`src/rtl/zbt_pkg.sv`:
```
// Shared ZBT definitions for the point table, the loader and the display reader.
// Holds the loader state encoding, the bus widths and the point word field layout.
package zbt_pkg;

    localparam int ZBT_ADDR_W = 19;
    localparam int ZBT_DATA_W = 36;

    // Point word layout: {6'b0, x[9:0], y[9:0], color[9:0]}
    localparam int X_LSB     = 20;
    localparam int Y_LSB     = 10;
    localparam int COLOR_LSB = 0;
    localparam int FIELD_W   = 10;

    typedef enum logic [1:0] {
        ST_IDLE  = 2'd0,
        ST_FETCH = 2'd1,
        ST_WRITE = 2'd2,
        ST_DONE  = 2'd3
    } load_state_e;

    function automatic logic [ZBT_DATA_W-1:0] pack_point(
        input logic [FIELD_W-1:0] x,
        input logic [FIELD_W-1:0] y,
        input logic [FIELD_W-1:0] color
    );
        logic [ZBT_DATA_W-1:0] w;
        w = '0;
        w[X_LSB +: FIELD_W]     = x;
        w[Y_LSB +: FIELD_W]     = y;
        w[COLOR_LSB +: FIELD_W] = color;
        return w;
    endfunction

endpackage

```
`src/rtl/zbt_point_loader.sv`:
```
// Copies a fixed point table into ZBT SRAM, one granted write per point.
// The table itself sits beside this block; only its index/value pair crosses the boundary.
module zbt_point_loader
    import zbt_pkg::*;
#(
    parameter int                 NUM_POINTS = 4,
    parameter int                 IDX_W      = 2,
    parameter int                 ADDR_W     = ZBT_ADDR_W,
    parameter logic [ADDR_W-1:0]  BASE_ADDR  = '0
) (
    input  logic                  clk,
    input  logic                  reset,
    input  logic                  start,
    output logic [IDX_W-1:0]      index,
    input  logic [ZBT_DATA_W-1:0] value,
    input  logic                  mem_grant,
    output logic                  mem_we,
    output logic [ADDR_W-1:0]     mem_addr,
    output logic [ZBT_DATA_W-1:0] mem_write_data,
    output logic                  busy,
    output logic                  done
);

    localparam logic [IDX_W-1:0] LAST_IDX = IDX_W'(NUM_POINTS - 1);

    load_state_e           state_q;
    logic [IDX_W-1:0]      index_q;
    logic [ADDR_W-1:0]     addr_q;
    logic [ADDR_W-1:0]     addr_d;
    logic [ZBT_DATA_W-1:0] data_q;
    logic                  busy_q;
    logic                  done_q;

    // Modulo ADDR_W: a base near the top of memory wraps silently to 0.
    assign addr_d = BASE_ADDR + ADDR_W'(index_q);

    always_ff @(posedge clk or posedge reset) begin
        if (reset) begin
            state_q <= ST_IDLE;
            index_q <= '0;
            addr_q  <= BASE_ADDR;
            data_q  <= '0;
            busy_q  <= 1'b0;
            done_q  <= 1'b0;
        end else begin
            done_q <= 1'b0;
            case (state_q)
                ST_IDLE: begin
                    if (start) begin
                        state_q <= ST_FETCH;
                        index_q <= '0;
                        busy_q  <= 1'b1;
                    end
                end
                ST_FETCH: begin
                    data_q  <= value;
                    addr_q  <= addr_d;
                    state_q <= ST_WRITE;
                end
                ST_WRITE: begin
                    // Leaving WRITE on the grant cycle guarantees a single strobe per point.
                    if (mem_grant) begin
                        if (index_q == LAST_IDX) begin
                            state_q <= ST_DONE;
                            done_q  <= 1'b1;
                        end else begin
                            index_q <= index_q + 1'b1;
                            state_q <= ST_FETCH;
                        end
                    end
                end
                ST_DONE: begin
                    state_q <= ST_IDLE;
                    busy_q  <= 1'b0;
                end
                default: begin
                    state_q <= ST_IDLE;
                    busy_q  <= 1'b0;
                end
            endcase
        end
    end

    // Combinational so the strobe lands in the grant cycle itself.
    assign mem_we         = (state_q == ST_WRITE) & mem_grant;
    assign index          = index_q;
    assign mem_addr       = addr_q;
    assign mem_write_data = data_q;
    assign busy           = busy_q;
    assign done           = done_q;

endmodule

```
`config.mk`:
```
export PLATFORM = sky130hd
export DESIGN_NAME = zbt_point_loader
export DESIGN_NICKNAME = d
export VERILOG_FILES = /design/src/rtl/zbt_pkg.sv /design/src/rtl/zbt_point_loader.sv
export SDC_FILE = /design/constraint.sdc
export NUM_CORES = 1
export LEC_CHECK = 0
export CAP_MARGIN = 30
export CORE_UTILIZATION = 30
export DETAILED_ROUTE_END_ITERATION = 16
export PLACE_DENSITY = 0.61
export SLEW_MARGIN = 20
export SYNTH_ARGS = -nofsm -noshare
export SYNTH_HDL_FRONTEND = slang
export SYNTH_SLANG_ARGS = --single-unit
```
`constraint.sdc`:
```
create_clock -name clk -period 1.7 [get_ports clk]
set_input_delay 0.17 -clock clk [delete_from_list [all_inputs] [get_ports clk]]
set_output_delay 0.17 -clock clk [all_outputs]
set_load 0.03 [all_outputs]
```
==> results.md, run 1 <==
- Asr flop ratio synth: between 90% and 100%
- Mapped cell area: roughly 0.0019 mm²
- Clock network fraction of total power: about 12%
- First-pass GRT wire length: around 5500 µm
- Initial antenna violation count: 0
- DIE AREA: 0.006598 mm²
- TritonCTS Buffers: 5
- Clk_lat worst skew: a little under 0.3 ns
- Post-synthesis compound-gate area fraction: around 1.9%
- Final Power: around 5.7 mW
- FF+latch count, synth: 44
- Layout cells sized above 1: about a quarter
- Residual DRC: 0
- WL per Instance: between 10 and 15 µm
- Critical Path RT: 1.53 ns
- Post-synthesis xor/xnor area fraction: 0%
- Buf+Inv Stages, Crit Path: 1
- Flop-to-flop setup slack: a little under 0.4 ns
- Avg Inst Size Synth: around 15 µm²
- Final Skew: just under 0.01 ns
- Hold WC Path Type: input pin to asynchronous set/reset pin
- Starting Density: 31.43%
- Total power divided by cell area: between 2000 and 2500 mW/mm²
- H-tree levels: 2
- Hold WS: 0.1755 ns
- Area growth from synthesis to layout: 50.43%
- GPL Wtd Cong: 0.7197
- Resized cells post-CTS: 0
- Worst path arrival time: between 1 and 1.5 ns
- Lkg Pwr: between 1 and 1.5 nW
- Seq pwr share: around a third
- WL final: roughly 3600 µm
- Setup TNS: 0 ns
- Clk sinks: 44
- Synth top cells by count: dfrtp_1, mux2_2, buf_4, mux2_4, nor2_1
- Post-layout min period: roughly 1.6 ns
- Internal power: roughly 3.4 mW
- Post-synthesis simple-gate area fraction: 2.857%
- YS warnings: 0
- Cells after DPL: between 200 and 300
- Worst-path clk slew: approximately 0.08 ns
- Number of enable flip-flop cells after synthesis: 0
- HPWL after detailed placement: around 2600 µm
- Antenna viol nets, final: 0
- Sequential area share after synthesis: 58.47%
- Synth top area share: approximately three fifths
- Cells after Synth: roughly 130
- Status: complete, no violations
- DRT Pass-1 Iters: 4
- Synthesized-area fraction occupied by adder cells: under 10%
- Max-Cap Viols: 0
- Switching Power: between 2 and 2.5 mW
- Pin count of the biggest net entering global routing: 30
- CTS root buf: clkbuf_8
- Crit-path leading delay family: buffers and inverters
- Final net count: 258
- Placed cell area: 0.002743 mm²
- Startpoint class of the critical path: flip-flop
- Via count: between 1,000 and 1,500
- Largest family of logic cells by synthesized area: multiplexers
- Unrepaired setup endpoints after global routing: no
- Type of the worst setup path: flip-flop to output port
- Final instance area: approximately 0.0028 mm²
- Worst Path Max Fanout: 7
- I/O pin count: 100
- Number of global-route vias before repair: roughly 1,200
- N_diodes: 0
- Comb power frac: approximately 56%
- Rows: 28
- CTS tree: done
- Fmax: roughly 0.6 GHz
- Postcts setup bufs: 0
- Top-count cell post-synth: dfrtp_1
- Initial drt markers: 17
- Number of hold violations in the final report: 0
- Port bufs: between 80 and 90
- Largest area contributor in the netlist: dfrtp_1
- Total gr overflow: 0
- CP Capture Type: output port
- Max incr delay on CP: 0.71 ns
- Core area: between 0.005 and 0.006 mm²
- Clock Path Buffers: 2
- Synth top area cells: dfrtp_1, mux2_2, mux2_4, buf_4, mux2i_1
- Critical path, cell by cell: clkdlybuf4s50_1
- Setup ws final: approximately 0.078 ns
- Final Max Slew Viols: 0
- Finished Layout Cells: 292
- Vias/cell: ~4.2
- Final Core Density: 47.28%
- Multiplexer share of the synthesized area: 26.11%
- # setup viols final: 0
- Worst Setup Slack post-DPL: 0.3705 ns
- Tcrit/Tclk final: between 90% and 100%
- Post-CTS Hold Buffers: 0
- Die Y: 81.23 µm
- Post-synth top flop: dfrtp_1
- All-Layer GR Usage: 11.12%
- X dimension of the die: approximately 80 µm
- Count of different cell masters after synthesis: 21
- Sw Ratio: about two fifths
- VDD IR max: between 0.8 and 0.9 mV
- Slowest-stage cell, CP: clkdlybuf4s50_1
[per-layer routing]
metal	vias to the layer above	global-route usage [%]	share of wire (%)
li1	570	-	-
met1	600	13.58	42
met2	64	17.14	46
met3	5	4.944	10
met4	0	4.286	0.86
met5	-	0	0
[sequential cells by signal, indices dropped and copies added, names as in the netlist]
| register | cells |
|---|---|
| busy | 1 |
| done | 1 |
| index | 2 |
| mem_addr | 2 |
| mem_write_data | 36 |
| state_q | 2 |
[cell families (layout without fill, tap and decap cells)]
group,after synthesis,count (layout)
simple gates,11,11
mux,41,41
other cells,1,17
flops,44,44
buf+inv,24,96
compound gates,6,6
fa+ha+maj,2,2
[cell type report]
cell class	instances	area (µm²)
Clock buffer	8	90.09
Fill cell	563	3158
Inverter	3	11.26
Multi-Input combinational cell	77	670.6
Sequential cell	44	1101
Tap cell	75	93.84
Timing Repair Buffer	85	865.8
[worst reg2reg max path: stages (launching register included)]
cell	delay (ns)
dfrtp_1	0.44
inv_2	0.09
nand2_2	0.10
buf_4	0.23
mux2_2	0.36
[worst paths after layout]
| path | startpoint | endpoint | depth (start not counted) |
|---|---|---|---|
| worst max-delay path | index[0] | index[0] | 1 |
| worst max register to register | state_q[1] | mem_write_data[22] | 4 |
| min in group clk | value[21] | mem_write_data[21] | 2 |
| max in group asynchronous | reset | mem_write_data[1] | 3 |
| worst min register to register | mem_write_data[35] | mem_write_data[35] | 1 |
| worst min-delay path | reset | mem_write_data[12] | 2 |
[placed cells by master (no fill, tap or decap)]
cell / synthesis / layout
o21bai_1: 1 / 1
a21oi_1: 1 / 1
inv_1: 2 / 1
buf_12: 0 / 2
conb_1: 1 / 17
clkbuf_1: 0 / 2
mux2_4: 9 / 9
nor2_1: 4 / 4
buf_4: 17 / 2
nand2_2: 1 / 1
and2_1: 1 / 1
o21ai_0: 3 / 3
o2bb2ai_1: 1 / 1
nand2_1: 2 / 2
nand2b_1: 1 / 1
mux2i_1: 3 / 3
clkbuf_8: 0 / 6
clkdlybuf4s50_1: 0 / 81
dfrtp_1: 44 / 44
inv_2: 1 / 2
ha_1: 2 / 2
mux2_2: 29 / 29
nor2b_1: 2 / 2
[power by group through the flow]
stage	registers [mW]	logic [mW]	clock network, mW
6_report	1.84	3.17	0.658
5_1_grt	1.91	3.34	0.726
4_1_cts	1.85	3.22	0.696
3_5_place_dp	1.86	3.21	0
3_3_place_gp	1.84	3.20	0
2_1_floorplan	2.81	1.01	0
Note: power is estimated with default switching activity, not from simulation.
==> run 2, diff against run 1 <==
- RECOVER_POWER: not set -> 25
==> run 2 against run 1 <==
Compared with the run above:
- clock power hardly changed
- cell count unchanged
- via count is the same
- wire length barely moved
- sequential share of layout area rose by 0.17 points
- hold slack improved by 0.21 ns
- clock-buffer cell count unchanged
- power is 0.13% lower
- die area stayed put
- sequential power barely moved
- combinational power about the same
- non-clock buffer count stayed put
- highest routed layer unchanged
==> results.md, run 2 (synthesis gave the netlist of run 1 again) <==
- Status: complete, no violations
- Worst-path clk slew: 0.08 ns (about the same)
- Internal power: 3.432 mW (-0.11%)
- Most common cell after layout, fill and taps aside: clkdlybuf4s50_1
- Clk sinks: 44 (unchanged)
- Setup crit start: index[0]
- Vias/cell: 4.243 (unchanged)
- Unrepaired setup endpoints after global routing: no
- Clock network fraction of total power: 11.6% (about the same)
- Final Power: 5.663 mW (-0.13%)
- First-pass GRT wire length: 5464 µm (unchanged)
- Crit-path leading delay family: buffers and inverters
- Via count: 1,239 (unchanged)
- Max incr delay on CP: 0.71 ns (about the same)
- CP Capture Type: output port
- Worst path arrival time: 1.45 ns (about the same)
- DIE AREA: 0.006598 mm² (unchanged)
- Critical Path RT: 1.53 ns (about the same)
- Rows: 28 (unchanged)
- FF-to-FF Start: state_q[1]
- Flop-to-flop setup slack: 0.39 ns (about the same)
- Sw Ratio: 39.39% (about the same)
- GPL Wtd Cong: 0.7197 (unchanged)
- Pin count of the biggest net entering global routing: 30 (unchanged)
- Area growth from synthesis to layout: 49.77%
- Switching Power: 2.231 mW (-0.14%)
- Total gr overflow: 0 (unchanged)
- # setup viols final: 0 (unchanged)
- Slowest-stage cell, CP: clkdlybuf4s50_1
- Worst slew pin tran: 0.5993 ns
- Number of hold violations in the final report: 0 (unchanged)
- Post-layout min period: 1.623 ns (+0.0008830 ns)
- Buf+Inv Stages, Crit Path: 1 (unchanged)
- Clock Path Buffers: 2 (unchanged)
- Core area: 0.005991 mm² (unchanged)
- R2R depth: 4 (unchanged)
- Final Skew: 0.008516 ns (-0.001299 ns)
- Global routing usage on met3: 4.944% (unchanged)
- Comb power frac: 55.9% (about the same)
- Initial antenna violation count: 0 (unchanged)
- Fmax: 0.6163 GHz (about the same)
- Setup crit end: index[0]
- GR Util met1: 13.58% (unchanged)
- H-tree levels: 2 (unchanged)
- Residual DRC: 0 (unchanged)
- Slew HR: between 60% and 70%
- Post-CTS Hold Buffers: 0 (unchanged)
- Type of the worst setup path: flip-flop to output port
- All-Layer GR Usage: 11.12% (unchanged)
- Port bufs: 82 (unchanged)
- Max-Cap Viols: 0 (unchanged)
- DRT Pass-1 Iters: 4 (unchanged)
- X dimension of the die: 81.23 µm (unchanged)
- Tcrit/Tclk final: 95.45% (about the same)
- WL per Instance: 12.30 µm (about the same)
- Antenna viol nets, final: 0 (unchanged)
- Final Core Density: 47.08% (-0.21 points)
- Die Y: 81.23 µm (unchanged)
- WL final: 3593 µm (about the same)
- M2 GR Usage: 17.14% (unchanged)
- Startpoint class of the critical path: flip-flop
- HPWL after detailed placement: 2564 µm (unchanged)
- Final Max Slew Viols: 0 (unchanged)
- Hold WC Path Type: input pin to asynchronous set/reset pin
- Worst Path Max Fanout: 7 (unchanged)
- Final net count: 258 (unchanged)
- Initial drt markers: 18 (+1)
- CP Depth: 1 (unchanged)
- Seq pwr share: 32.5% (about the same)
- TritonCTS Buffers: 5 (unchanged)
- I/O pin count: 100 (unchanged)
- N_diodes: 0 (unchanged)
- Critical path, cell by cell: clkdlybuf4s50_1
- CTS tree: done
- Most frequent cells in the layout: clkdlybuf4s50_1, dfrtp_1, mux2_2
- Max reg flops: 36 (unchanged)
- Clk_lat worst skew: 0.29 ns (about the same)
- Total power divided by cell area: 2008 mW/mm² (+0.32%)
- Setup TNS: 0 ns (unchanged)
- Postcts setup bufs: 0 (unchanged)
- VDD IR max: 0.8604 mV (-0.20%)
- Reg2reg end: mem_write_data[22]
- Starting Density: 31.43% (unchanged)
- CTS root buf: clkbuf_8
- Number of global-route vias before repair: 1,206 (unchanged)
- Resized cells post-CTS: 0 (unchanged)
- Grt peak-use layer: met2
- Layout cells sized above 1: 23.04% (-0.46 points)
- Lkg Pwr: 1.248 nW (-0.28%)
[run 2: cell count changes in the layout (fill, tap and decap cells not counted), sizes merged]
cell and change:
buf -1, clkbuf +1, clkdlybuf4s50 -1, dlygate4sd3 +1
[run 2: per-stage QoR]
stage | instances | area, µm² | setup slack (ns) | hold slack, ns
5_1_grt | 292 | 2820 | 0.007494 | 0.4472
3_5_place_dp | 284 | 2743 | 0.3705 | 0.4907
3_3_place_gp | 284 | 2743 | 0.3694 | 0.4865
6_report | 292 | 2820 | 0.07737 | 0.3876
4_1_cts | 292 | 2833 | 0.04658 | 0.1790
2_1_floorplan | 145 | 1943 | 0.3493 | 0.3185
[run 2: final cells by class]
type | instances | area (µm²)
fillers | 565 | 3171
flip-flops and latches | 44 | 1101
repair buffers | 85 | 853.3
multi-input cells | 77 | 670.6
well taps | 75 | 93.84
clock buffers | 8 | 90.09
inverters | 3 | 11.26
[run 2: how the worst min path moves through the flow]
stage                           start                  to  slack [ns]  depth (start not counted)
floorplan                   value[25]  mem_write_data[25]        0.32                          1
global placement    mem_write_data[1]   mem_write_data[1]        0.49                          1
detailed placement              reset  mem_write_data[12]        0.49                          2
CTS                             reset   mem_write_data[3]        0.18                          2
global route                    reset  mem_write_data[34]        0.45                          2
finish                          reset  mem_write_data[12]        0.39                          2
[run 2: layer usage]
metal,routed length (µm),up-vias
met1,1508,598
met5,0,-
met3,374,5
met4,34,0
li1,-,571
met2,1676,65
[run 2: power by group through the flow]
stage | registers (mW) | logic [mW] | clock network [mW]
floorplan | 2.81 | 1.01 | 0
global placement | 1.84 | 3.20 | 0
detailed placement | 1.86 | 3.21 | 0
CTS | 1.85 | 3.22 | 0.696
global route | 1.91 | 3.33 | 0.726
finish | 1.84 | 3.16 | 0.657
==> run 3, diff against run 2 <==
- CAP_MARGIN: 30 -> 15
- CTS_CLUSTER_DIAMETER: not set -> 60
==> results of run 3 <==
No change in the layout: final DEF, timing and power equal those of run 2.
